File: config.mk
export PLATFORM = sky130hd
export DESIGN_NAME = nrs_subframe_scheduler
export DESIGN_NICKNAME = d
export VERILOG_FILES = /design/src/rtl/nrs_subframe_scheduler.sv
export SDC_FILE = /design/constraint.sdc
export NUM_CORES = 1
export LEC_CHECK = 0
export ABC_AREA = 1
export CAP_MARGIN = 0
export CORE_MARGIN = 10
export CORE_UTILIZATION = 48
export DETAILED_ROUTE_END_ITERATION = 10
export PLACE_DENSITY = 0.79
export SLEW_MARGIN = 5
export SYNTH_ARGS = -nofsm -noshare
export SYNTH_HDL_FRONTEND = slang
export SYNTH_SLANG_ARGS = --single-unit
File: constraint.sdc
create_clock -name clk -period 2.9 [get_ports clk]
set_clock_uncertainty 0.2 [all_clocks]
set_input_delay 0.29 -clock clk [delete_from_list [all_inputs] [get_ports clk]]
set_output_delay 0.29 -clock clk [all_outputs]
set_load 0.02 [all_outputs]
File: src/rtl/nrs_subframe_scheduler.sv
// nrs_subframe_scheduler: tracks frame/subframe counters from the subframe
// strobe, selects NRS-bearing subframes and sequences the cinit requests and
// estimator acknowledgements for each of them.
module nrs_subframe_scheduler #(
    parameter int unsigned NUM_RUNS  = 4,
    parameter logic [9:0]  SKIP_MASK = 10'b0000100001,
    parameter bit          NSSS_SKIP = 1'b1
) (
    input  logic       clk,
    input  logic       rst,
    input  logic       sf_tick,
    input  logic       nf_load,
    input  logic [9:0] nf_in,
    input  logic       cinit_run,
    input  logic       est_ack,
    output logic       new_frame,
    output logic       new_subframe,
    output logic       first_run,
    output logic       last_run,
    output logic [4:0] cinit_ns,
    output logic [2:0] cinit_l,
    output logic [3:0] sf_num,
    output logic [9:0] nf_num,
    output logic       sf_done,
    output logic       sf_skipped,
    output logic       overrun
);

    localparam int unsigned     CW      = $clog2(NUM_RUNS + 1);
    localparam logic [CW-1:0]   RUNS    = CW'(NUM_RUNS);
    localparam logic [CW-1:0]   RUNS_M1 = CW'(NUM_RUNS - 1);

    typedef enum logic [1:0] {
        IDLE,
        START,
        RUN,
        WAIT_ACK
    } state_t;

    state_t        state_q, state_d;
    logic [3:0]    sf_num_q, sf_num_d;
    logic [9:0]    nf_num_q, nf_num_d;
    logic          load_pend_q, load_pend_d;
    logic [CW-1:0] req_cnt_q, req_cnt_d;
    logic [CW-1:0] ack_cnt_q, ack_cnt_d;
    logic          sf_skipped_q, sf_skipped_d;
    logic          sf_done_q, sf_done_d;
    logic          overrun_q, overrun_d;

    logic          tick_acc;
    logic          sf_wrap;
    logic [3:0]    sf_inc;
    logic [9:0]    nf_inc;
    logic          skip_next;
    logic          complete;
    logic          accept;
    logic          seeding;
    logic [1:0]    run_sel;

    assign tick_acc = sf_tick & ~nf_load;
    assign sf_wrap  = (sf_num_q == 4'd9);
    assign sf_inc   = sf_wrap ? 4'd0 : sf_num_q + 4'd1;
    // A load parks the counters at sf9 of the loaded frame; the wrap that
    // follows must land on sf0 of that same frame, so the increment is held off.
    assign nf_inc   = nf_num_q + {9'd0, sf_wrap & ~load_pend_q};

    assign skip_next = SKIP_MASK[sf_inc]
                     | (NSSS_SKIP & (sf_inc == 4'd9) & ~nf_inc[0]);

    assign complete = (state_q == WAIT_ACK)
                    & ((ack_cnt_q == RUNS) | ((ack_cnt_q == RUNS_M1) & est_ack));

    // Frame/subframe counter next-state; a load wins over a coincident tick.
    always_comb begin
        sf_num_d    = sf_num_q;
        nf_num_d    = nf_num_q;
        load_pend_d = load_pend_q;
        if (nf_load) begin
            sf_num_d    = 4'd9;
            nf_num_d    = nf_in;
            load_pend_d = 1'b1;
        end else if (sf_tick) begin
            sf_num_d    = sf_inc;
            nf_num_d    = nf_inc;
            load_pend_d = 1'b0;
        end
    end

    // Subframe sequencing FSM: next state, run/ack counters and event pulses.
    always_comb begin
        state_d      = state_q;
        req_cnt_d    = req_cnt_q;
        ack_cnt_d    = ack_cnt_q;
        sf_skipped_d = 1'b0;
        sf_done_d    = 1'b0;
        overrun_d    = overrun_q;
        accept       = 1'b0;
        case (state_q)
            IDLE: begin
                accept = tick_acc;
            end
            START: begin
                req_cnt_d = '0;
                ack_cnt_d = '0;
                state_d   = RUN;
                overrun_d = overrun_q | tick_acc;
            end
            RUN: begin
                if (cinit_run) begin
                    req_cnt_d = req_cnt_q + CW'(1);
                    if (req_cnt_q == RUNS_M1) begin
                        state_d = WAIT_ACK;
                    end
                end
                if (est_ack && (ack_cnt_q != RUNS)) begin
                    ack_cnt_d = ack_cnt_q + CW'(1);
                end
                overrun_d = overrun_q | tick_acc;
            end
            WAIT_ACK: begin
                if (est_ack && (ack_cnt_q != RUNS)) begin
                    ack_cnt_d = ack_cnt_q + CW'(1);
                end
                if (complete) begin
                    sf_done_d = 1'b1;
                    state_d   = IDLE;
                    accept    = tick_acc;
                end else begin
                    overrun_d = overrun_q | tick_acc;
                end
            end
            default: begin
                state_d = IDLE;
            end
        endcase
        // Counters are cleared on entry to START so the run-0 indices are
        // already valid during the START cycle.
        if (accept) begin
            req_cnt_d = '0;
            ack_cnt_d = '0;
            if (skip_next) begin
                sf_skipped_d = 1'b1;
                state_d      = IDLE;
            end else begin
                state_d = START;
            end
        end
    end

    // State and counter registers with asynchronous active-low reset.
    always_ff @(posedge clk or negedge rst) begin
        if (!rst) begin
            state_q      <= IDLE;
            sf_num_q     <= 4'd9;
            nf_num_q     <= 10'd1023;
            load_pend_q  <= 1'b0;
            req_cnt_q    <= '0;
            ack_cnt_q    <= '0;
            sf_skipped_q <= 1'b0;
            sf_done_q    <= 1'b0;
            overrun_q    <= 1'b0;
        end else begin
            state_q      <= state_d;
            sf_num_q     <= sf_num_d;
            nf_num_q     <= nf_num_d;
            load_pend_q  <= load_pend_d;
            req_cnt_q    <= req_cnt_d;
            ack_cnt_q    <= ack_cnt_d;
            sf_skipped_q <= sf_skipped_d;
            sf_done_q    <= sf_done_d;
            overrun_q    <= overrun_d;
        end
    end

    assign seeding = (state_q == RUN) | (state_q == WAIT_ACK);
    assign run_sel = 2'((req_cnt_q >= RUNS) ? RUNS_M1 : req_cnt_q);

    assign new_frame    = (state_q == START) & (sf_num_q == 4'd0);
    assign new_subframe = (state_q == START) & (sf_num_q != 4'd0);
    assign first_run    = seeding & (req_cnt_q == CW'(1));
    assign last_run     = seeding & (req_cnt_q == RUNS);
    assign cinit_ns     = {sf_num_q, 1'b0} + {4'd0, run_sel[1]};
    assign cinit_l      = 3'd5 + {2'd0, run_sel[0]};
    assign sf_num       = sf_num_q;
    assign nf_num       = nf_num_q;
    assign sf_done      = sf_done_q;
    assign sf_skipped   = sf_skipped_q;
    assign overrun      = overrun_q;

endmodule

# After elaboration in Yosys (flattened, before gate mapping)
# Memory sizes are Yosys's and may differ from the RTL's.
# Cells that the tools add are included.
# word_totals
register_bits	26
latchBits	0
ram_bits	0
romBits	16
in_bits	16
elab_cells	94
memories	1
# mem_list
memory	depth	width	read_ports	rd_ports_with_merged_regs	write_ports	line_no	text
(name not given)	16	1	1	0	0	67	assign skip_next = SKIP_MASK[sf_inc]
# op_classes
addsub	6
n_mul	0
div_mod_pow	0
n_lt_le_gt_ge	2
eq_ne	16
shifts	0
muxes	29
bitwise	16
n_reduce_logical	15
# ops
operator	n
10-bit two-way mux	2
3-bit two-way mux	4
4-bit two-way mux	3
3-bit inequality test (second input constant)	4
3-bit case mux with 2 select lines	2
10-bit by 1-bit adder with 10-bit output	1
1-bit two-way mux	10
2-bit two-way mux	5
1-bit bitwise AND	9
4-bit == test (second input constant)	2
4-bit nonzero test	2
3-bit by 1-bit adder with 3-bit output (second input constant)	2
3-bit by 2-bit == test with 1-bit output (second input constant)	2
3-bit == test (second input constant)	2
2-bit case mux with 3 select lines	1
2-bit AND reduction	3
3-bit nonzero test	2
5-bit by 1-bit adder with 5-bit output	1
4-bit by 5-bit less-than comparator with 1-bit output (second input constant)	1
4-bit by 1-bit adder with 4-bit output (second input constant)	1
2-bit == test (second input constant)	2
4-bit zero test	1
1-bit bitwise OR	4
1-bit case mux with 2 select lines	2
12 further kinds	16

# Logic depth before layout (Yosys ltp)
# Gate-level depths: netlist of run 1.
# logic_depth
word_depth	8
ltp_mapped	13
ltp_nobuf	13

# Least setup slack after synthesis of run 1
# No wires, ideal clock.
# synth_path
path_kind	reg2reg
start	register sf_num_q[3], in the netlist sf_num[3]
end	register nf_num_q[6], in the netlist nf_num[6]
arrival_ps	1930
slack_ps	697
path_stages_with_launch	12
period_less_slack_ps	2203
cell_sequence	dfstp_2 inv_1 nor3_1 nand2_1 nor2_1 ha_1 ha_1 nand2_1 nor2_1 nand2_1 xor2_1 a21oi_1
# synth_via
elab_chain_cells	5
# synth_rtl
item	line_no	text
from (decl)	41	logic [3:0] sf_num_q, sf_num_d;
from (signal assigned)	164	sf_num_q <= sf_num_d;
4-bit == test	61	assign sf_wrap = (sf_num_q == 4'd9);
1-bit bitwise AND	65	assign nf_inc = nf_num_q + {9'd0, sf_wrap & ~load_pend_q};
10-bit by 1-bit adder with 10-bit output	65	
10-bit two-way mux	82	end else if (sf_tick) begin
10-bit two-way mux	78	if (nf_load) begin
to (signal assigned)	165	nf_num_q <= nf_num_d;
to (decl)	42	logic [9:0] nf_num_q, nf_num_d;
# Every way passes these cells. The select of a mux whose other input is x is not followed.
# A chain may end at the register's enable or synchronous reset.

# Final worst setup path of run 1
# layout_path
start	register state_q[0]
end	output port first_run
# layout_via
elab_chain_cells	3
elab_cells_between_ends	4
cone_classes	eq/ne (2); bitwise (2)
# layout_rtl
item	line_no	text
from (decl)	40	state_t state_q, state_d;
from (signal assigned)	163	state_q <= state_d;
2-bit == test	175	assign seeding = (state_q == RUN) | (state_q == WAIT_ACK);
1-bit bitwise OR *	175	
1-bit bitwise AND *	180	assign first_run = seeding & (req_cnt_q == CW'(1));
to (decl)	18	output logic first_run,
# Every way passes the cells marked *; elsewhere a longest branch is shown, timed or not.

==> results of run 1 <==
[logic make-up (layout without fill, tap and decap cells)]
kind of cell | Yosys count | count (layout) | synth area share, %
compound gates | 26 | 26 | 9.191
xor+xnor | 3 | 3 | 1.544
fa+ha+maj | 13 | 13 | 9.559
flops | 26 | 26 | 39.12
simple gates | 118 | 118 | 29.93
other cells | 1 | 1 | 0.2204
buf+inv | 42 | 84 | 10.44
[power groups by stage]
stage | Sequential [mW] | Clock, mW | Combinational, mW
floorplan | 0.573 | 0 | 0.550
global placement | 0.557 | 0 | 0.837
detailed placement | 0.557 | 0 | 0.854
CTS | 0.550 | 0.189 | 0.862
global route | 0.567 | 0.209 | 0.968
finish | 0.551 | 0.186 | 0.859
[sequential cells by signal, indices dropped and copies added, names as in the netlist]
name,cells
sf_num,4
req_cnt_q,3
sf_skipped,1
load_pend_q,1
state_q,2
overrun,1
nf_num,10
ack_cnt_q,3
sf_done,1
[critical path: cells and delay by family (launching register included)]
family / cells / cell delay (ps)
AND/OR/NAND/NOR: 2 / 390
flip-flops: 1 / 430
buffers and inverters: 2 / 630
adder cells (fa/ha/maj): 1 / 270
[metrics by stage]
| step | setup slack (ps) | std cells |
|---|---|---|
| global placement | 494.8 | 313 |
| global route | 184.1 | 317 |
| CTS | 383.3 | 317 |
| finish | 369.6 | 317 |
| floorplan | 697.2 | 229 |
| detailed placement | 490.2 | 313 |
[final cells by class]
class,instances,area [um2],area share [%]
multi-input cells,161,858.3,39.11
flip-flops and latches,26,665.6,30.33
repair buffers,45,445.4,20.30
inverters,35,131.4,5.986
well taps,46,57.56,2.623
clock buffers,4,36.28,1.653
[worst max-delay path by stage]
stage | endpoint | from | cells past startpoint
floorplan | nf_num[6] | sf_num[3] | 11
global placement | nf_num[9] | sf_num[3] | 13
detailed placement | nf_num[6] | sf_num[3] | 11
CTS | first_run | state_q[0] | 5
global route | nf_num[6] | sf_num[3] | 11
finish | first_run | state_q[0] | 5
[routing by layer]
metal / vias to the layer above / global-route usage [%] / share of wire (%)
met3: 4 / 2.365 / 5.3
met5: - / 0 / 0
met4: 0 / 5.018 / 1.3
li1: 802 / - / -
met1: 686 / 16.17 / 45
met2: 26 / 21.60 / 48
[placed cells by master (no fill, tap or decap)]
| cell type | instances |
|---|---|
| nand3_2 | 3 |
| o31ai_1 | 1 |
| dfrtp_1 | 14 |
| clkbuf_4 | 3 |
| nand3b_1 | 1 |
| nand3_1 | 14 |
| dfstp_2 | 12 |
| o21bai_1 | 1 |
| inv_2 | 2 |
| nor2_1 | 22 |
| nand4_1 | 2 |
| a22oi_1 | 4 |
| inv_1 | 33 |
| buf_4 | 2 |
| conb_1 | 1 |
| o211ai_1 | 2 |
| xor2_1 | 3 |
| a31oi_1 | 2 |
| nor3_1 | 1 |
| nand2_1 | 71 |
| clkbuf_8 | 1 |
| ha_1 | 13 |
| a21oi_1 | 5 |
| clkdlybuf4s50_1 | 43 |
| nor2_4 | 1 |
| o21ai_1 | 1 |
| nand2_2 | 2 |
| nand2_4 | 1 |
| o221ai_1 | 1 |
| o21ai_0 | 9 |
==> results_dict.tcl, run 1 <==
set metrics [dict create \
    post-route-util_pct 64.75 \
    drt-initial-drc-count 87 \
    postSynthAreaPerCell_um2 7.431 \
    cts_resized 0 \
    fp.dieArea_mm2 0.006327 \
    antenna-diode-count 0 \
    port_buffers 43 \
    critical_path_class "reg -> out" \
    slew_headroom_pct 64.20 \
    placedInstanceArea_mm2 0.002158 \
    post_synth_design_cell_area_mm2 0.001702 \
    synth_cell_type_count 29 \
    drt_total_wl_mm 3.960 \
    post_synthesis_cell_type_with_the_largest_combined_area "dfrtp_1" \
    clkLatencyLatePin_ps 320 \
    worstPathArrival_ps 2040 \
    max_slew.worst_pin.slew_ps 535.3 \
    startpoint_type "flop" \
    cts_buf_count 3 \
    tritoncts "done" \
    drt-pass1-iter-count 4 \
    chipWidth_um 79.54 \
    ys.flop_type "dfrtp_1" \
    antenna_violating_nets_post_route 0 \
    cpMaxStageDelayCell "clkdlybuf4s50_1" \
    hold_buffers 0 \
    grt_antenna_before_repair 0 \
    fin_total_pwr_mw 1.595 \
    count_of_fill_cells_added_during_filler_insertion 305 \
    clock_power_share_pct 11.6 \
    netSwitchingPower_mw 0.7118 \
    coreArea_mm2 0.003390 \
    hold_viol_final 0 \
    routed-via-count 1518 \
    setup_viol 0 \
    gp_congestion 0.8258 \
    synth_fp_nets 258 \
    reg2regPathDepth 11 \
    yosysMostFrequentCell "nand2_1" \
    grt_remaining_overflow 0 \
    critical_path_peak_fanout 5 \
    syn_to_final_growth_pct 28.97 \
    synth_seq_area_share_pct 39.12 \
    nets 301 \
    reg2reg_slack_ps 430 \
    fin_tns_setup_ps 0 \
    clk_sink_count 26 \
    clk_path_buf_depth 2 \
    cpPeakStageDelay_ps 550 \
    hold-worst-slack_ps 108.6 \
    grt_setup_unrepaired "no" \
    synth_enable_flop_cells 0 \
    run_status "completed" \
    grt_use_total_pct 13.00 \
    cts.clk_slew.worst_paths_ps 140 \
    rows 21 \
    synth_commonest_cells "nand2_1 (71), inv_1 (33), nor2_1 (22)" \
    wl_per_cell_um 12.49 \
    crit_path_cell_trace "inv_1, ha_1, nor2_1, nor2_1, clkdlybuf4s50_1" \
    first_global_vias 1488 \
    path_common_cell "nor2_1" \
    post-route-cell-area_mm2 0.002195 \
    pin_count_of_the_biggest_net_entering_global_routing 27 \
    cts_max_level 1 \
    postSynth.asyncResetShare_pct 100.0 \
    vias_per_cell 4.789 \
    critical_path.reg2reg.endpoint "nf_num[6]" \
    finalWorstPathRequiredPeriod_ps 2530 \
    maxCapViolations 0 \
    worst-endpoint-required_ps 2410 \
    floorplan.initialDensity_pct 50.20 \
    post-cts-setup-buffer-count 0 \
    power_leakage_nw 1.107 \
    clockRootBuffer "clkbuf_4" \
    grt_pass1_wl_mm 6.782 \
    timing.hold.worst.class "in -> async" \
    ios 45 \
    pwr-share-comb_pct 53.8 \
    cell_pwr_density_mw_per_mm2 726.8 \
    detail_route.drc_violations 0 \
    post-route-period-util_pct 87.26 \
    power_switching_share_pct 44.62 \
    yosys_warnings 0 \
    drive_gt1_share_pct 9.963 \
    yosys_register_bits 26 \
    power_report.internal_total_mw 0.8833 \
    endpoint_kind "output port" \
    synth_top_cells_by_area "dfrtp_1 (21%), dfstp_2 (19%), nand2_1 (16%)" \
    syn-instance-count 229 \
    reg2reg_from "sf_num[3]" \
    post-dp-hpwl_mm 3.115 \
    power.ir.vdd_worst_mv 0.3802 \
    synth_top_area_share_pct 20.59 \
    number_of_max_slew_violations_in_the_final_report 0 \
    achievable-frequency_mhz 395.2 \
    p_seq_share_pct 34.5 \
    die_height_um 79.54 \
]
No activity file was read; power rests on OpenSTA's default activity.
==> inputs of run 2 (changes only) <==
Settings changed: CORE_MARGIN 10 to 4, GPL_ROUTABILITY_DRIVEN set to 1.
==> run 2 against run 1 <==
  * Maximum frequency up 0.76%
  * Combinational power is 1% lower
  * Critical path type unchanged
  * Power shrank 2.1%
  * Sequential power about the same
  * Non-clock buffer count increased by 1
  * Final area down 0.11%
  * Critical endpoint unchanged
  * Setup slack improved by 19 ps
  * Highest routed layer unchanged
  * Register-to-register slack better by 80 ps
==> results_dict.tcl, run 2 (synthesis results as in run 1) <==
set metrics [dict create \
    grt_setup_unrepaired "no" \
    drive_gt1_share_pct 9.926 \
    power_leakage_nw 1.106 \
    placed_cell_count 314 \
    hold_viol_final 0 \
    fp.dieArea_mm2 0.004562 \
    startpoint_type "flop" \
    clkLatencyLatePin_ps 330 \
    finalWorstPathRequiredPeriod_ps 2511 \
    grt_util_met2_pct 30.86 \
    die_height_um 67.54 \
    antenna-diode-count 0 \
    clk_path_buf_depth 2 \
    grt_use_total_pct 18.28 \
    endpoint_kind "output port" \
    number_of_max_slew_violations_in_the_final_report 0 \
    cts_resized 0 \
    coreArea_mm2 0.003390 \
    final_cell_count_no_fill 318 \
    grt_pass1_wl_mm 6.348 \
    clk_sink_count 26 \
    floorplan.initialDensity_pct 50.20 \
    cpMaxStageDelayCell "clkdlybuf4s50_1" \
    nets 302 \
    layout.cells.most_common_list "nand2_1 (71), clkdlybuf4s50_1 (43), inv_1 (33)" \
    worstPathArrival_ps 2020 \
    rows 21 \
    hold_buffers 0 \
    port_buffers 43 \
    largest_register_ff_count 10 \
    post-dp-hpwl_mm 2.873 \
    routed-via-count 1558 \
    post-route-period-util_pct 86.60 \
    busiest_layer "met2" \
    path_common_cell "nor2_1" \
    multi_input_comb_area_um2 858.3 \
    chipWidth_um 67.54 \
    drt-initial-drc-count 74 \
    cts_buf_count 3 \
    wl_per_cell_um 11.81 \
    post-cts-setup-buffer-count 0 \
    gr-usage-met3_pct 1.664 \
    drt_total_wl_mm 3.757 \
    ios 45 \
    count_of_fill_cells_added_during_filler_insertion 305 \
    maxCapViolations 0 \
    grt_antenna_before_repair 0 \
    gp_congestion 0.8017 \
    power.ir.vdd_worst_mv 0.3463 \
    grt_remaining_overflow 0 \
    achievable-frequency_mhz 398.2 \
    critical_path_peak_fanout 5 \
    clockRootBuffer "clkbuf_4" \
    detail_route.drc_violations 0 \
    pin_count_of_the_biggest_net_entering_global_routing 27 \
    cell_pwr_density_mw_per_mm2 712.7 \
    worst-endpoint-required_ps 2410 \
    final_common_cell "nand2_1" \
    first_global_vias 1458 \
    fin_tns_setup_ps 0 \
    cpPeakStageDelay_ps 550 \
    critical_path_class "reg -> out" \
    crit_path_cell_trace "inv_1, ha_1, nor2_1, nor2_1, clkdlybuf4s50_1" \
    globalRouteMet1Util_pct 24.45 \
    syn_to_final_growth_pct 28.82 \
    tritoncts "done" \
    vias_per_cell 4.899 \
    timing.hold.worst.class "in -> async" \
    cts_max_level 1 \
    drt-pass1-iter-count 5 \
    antenna_violating_nets_post_route 0 \
    run_status "completed" \
    setup_viol 0 \
    seq_area_um2 665.6 \
    cts.clk_slew.worst_paths_ps 150 \
]
run 2: area by class of cell:
| class | instances | area share [%] |
|---|---|---|
| timing repair buffer | 46 | 20.66 |
| inverter | 35 | 5.993 |
| clock inverter | 1 | 0.1712 |
| clock buffer | 3 | 1.027 |
| sequential | 26 | 30.37 |
| multi-input combinational | 161 | 39.16 |
| tap | 46 | 2.626 |
run 2: path summary, 6_finish.rpt:
| kind | start | endpoint | slack [ps] | cells after the start |
|---|---|---|---|---|
| max | state_q[0] | first_run | 390 | 5 |
| min | rst | sf_num[2] | 100 | 2 |
| max reg2reg | sf_num[3] | nf_num[6] | 510 | 11 |
| max in group asynchronous | rst | sf_num[3] | 2100 | 2 |
| min in group clk | overrun | overrun | 280 | 2 |
| min reg2reg | overrun | overrun | 280 | 2 |
run 2: layer usage:
layer	part of all wire [%]	wire (um)	vias to the layer above
met3	3.9	145	5
met4	1.6	59	0
met1	47	1753	711
li1	-	-	805
met5	0	0	-
met2	48	1798	37
run 2: metrics by stage:
step	setup WS [ps]	util (%)	power (mW)	hold slack (ps)	area, um2
2_1_floorplan	697.2	-	1.122	-205.6	1702
3_3_place_gp	683.4	63.90	1.387	254.0	2166
3_5_place_dp	557.4	63.90	1.407	255.8	2166
4_1_cts	374.7	64.67	1.575	111.0	2192
5_1_grt	209.0	64.67	1.720	115.6	2192
6_report	388.7	64.67	1.562	103.4	2192
run 2: critical path, delay by kind of cell, from the launching register on:
kind | cells | cell delay (ps)
simple gates | 2 | 370
buf+inv | 2 | 630
flops | 1 | 430
fa+ha+maj | 1 | 260
run 2: power by group:
group	switching [mW]	internal [mW]	leakage (nW)
registers	0.0898	0.459	0.305
clock network	0.115	0.0507	0.0154
logic	0.500	0.348	0.785
total	0.705	0.857	1.11
==> inputs of run 3 (changes only) <==
Settings changed: CORE_UTILIZATION 48 to 50, CTS_BUF_LIST set to sky130_fd_sc_hd__clkbuf_2, PLACE_DENSITY 0.79 to 0.82.
==> run 3 against run 2 <==
  * Flip-flop and latch count unchanged
  * Critical path depth unchanged
  * Utilization up 5.1 points
  * Count of clock-buffer cells in the layout unchanged
  * Combinational power up 2%
  * Critical endpoint unchanged
  * Largest cell class unchanged
==> results_dict.tcl, run 3 (synthesis results as in run 1) <==
set metrics [dict create \
    clockRootBuffer "clkbuf_2" \
    tritoncts "done" \
    slew_headroom_pct 63.76 \
    number_of_max_slew_violations_in_the_final_report 0 \
    hold_buffers 0 \
    grt_remaining_overflow 0 \
    layout.cells.most_common_list "nand2_1 (71), clkdlybuf4s50_1 (43), inv_1 (33)" \
    post-cts-setup-buffer-count 0 \
    drt_total_wl_mm 3.917 \
    critical_path.reg2reg.endpoint "nf_num[6]" \
    clk_sink_count 26 \
    reg2reg_slack_ps 430 \
    antenna-diode-count 0 \
    endpoint_kind "output port" \
    first_global_vias 1584 \
    grt_pass1_wl_mm 6.775 \
    cts_buf_count 3 \
    max_slew.worst_pin.slew_ps 541.9 \
    antenna_violating_nets_post_route 0 \
    cts_max_level 1 \
    finalWorstPathRequiredPeriod_ps 2573 \
    critical_path_class "reg -> out" \
    reg2regPathDepth 11 \
    cts_resized 0 \
    cts.clk_slew.worst_paths_ps 260 \
    worstPathArrival_ps 2080 \
    fin_tns_setup_ps 0 \
    chipWidth_um 66.34 \
    wl_per_cell_um 12.43 \
    largest_register_ff_count 10 \
    clk_path_buf_depth 2 \
    post-route-util_pct 69.80 \
    drive_gt1_share_pct 9.963 \
    ios 45 \
    syn_to_final_growth_pct 29.34 \
    hold_viol_final 0 \
    drt-pass1-iter-count 4 \
    power.ir.vdd_worst_mv 0.3827 \
    achievable-frequency_mhz 388.6 \
    pin_count_of_the_biggest_net_entering_global_routing 27 \
    vias_per_cell 5.067 \
    die_height_um 66.34 \
    run_status "completed" \
    fp.dieArea_mm2 0.004400 \
    reg2reg_from "sf_num[3]" \
    drt-initial-drc-count 70 \
    timing.hold.worst.class "in -> async" \
    nets 301 \
    grt_setup_unrepaired "no" \
    post-route-period-util_pct 88.74 \
    final_common_cell "nand2_1" \
    count_of_fill_cells_added_during_filler_insertion 286 \
    critical_path_peak_fanout 5 \
    startpoint_type "flop" \
    clkLatencyLatePin_ps 360 \
    grt_antenna_before_repair 0 \
    coreArea_mm2 0.003153 \
    cell_pwr_density_mw_per_mm2 748.2 \
    maxCapViolations 0 \
    fin_total_pwr_mw 1.647 \
    floorplan.initialDensity_pct 53.97 \
    post-dp-hpwl_mm 3.061 \
    power_leakage_nw 1.112 \
    detail_route.drc_violations 0 \
    routed-via-count 1596 \
    grt_use_total_pct 19.51 \
    gp_congestion 0.8079 \
    worst-endpoint-required_ps 2410 \
    setup_viol 0 \
    port_buffers 43 \
    rows 20 \
]
## run 3: layer usage
layer  track usage [%]  wire length (um)  vias to the layer above
li1                  -                 -                      800
met1             26.19              1796                      752
met2             32.96              1921                       40
met3             2.041               159                        4
met4             5.584                39                        0
met5                 0                 0                        -
## run 3: stage by stage
stage	cell area, um2	cells	hold slack, ps	setup slack (ps)
finish	2201	315	37.64	326.6
global route	2201	315	36.31	136.4
CTS	2201	315	45.12	305.1
detailed placement	2156	311	265.1	488.6
global placement	2156	311	248.2	486.9
floorplan	1702	229	-205.6	697.2
## run 3: worst max-delay path by stage
stage,start,endpoint,slack [ps]
floorplan,sf_num[3],nf_num[6],700
global placement,sf_num[3],nf_num[8],490
detailed placement,sf_num[3],nf_num[6],490
CTS,state_q[0],first_run,310
global route,sf_num[3],nf_num[9],140
finish,state_q[0],first_run,330
## run 3: final cells by class
type | count | area (um2) | share of cell area (%)
Multi-Input combinational cell | 161 | 858.3 | 39.00
Inverter | 35 | 131.4 | 5.969
Tap cell | 44 | 55.05 | 2.501
Timing Repair Buffer | 45 | 445.4 | 20.24
Clock inverter | 1 | 30.03 | 1.364
Clock buffer | 3 | 15.01 | 0.6822
Sequential cell | 26 | 665.6 | 30.24
## run 3: worst max-delay path, cell delays in order (launching register included)
cell,delay (ps)
dfrtp_1,460
inv_1,90
ha_1,260
nor2_1,290
nor2_1,90
clkdlybuf4s50_1,540
## run 3: power breakdown
group          internal, mW  switching (mW)  total [mW]
logic                 0.350           0.513       0.863
clock network         0.119           0.112       0.231
registers             0.459          0.0944       0.553
total                 0.927           0.719        1.65
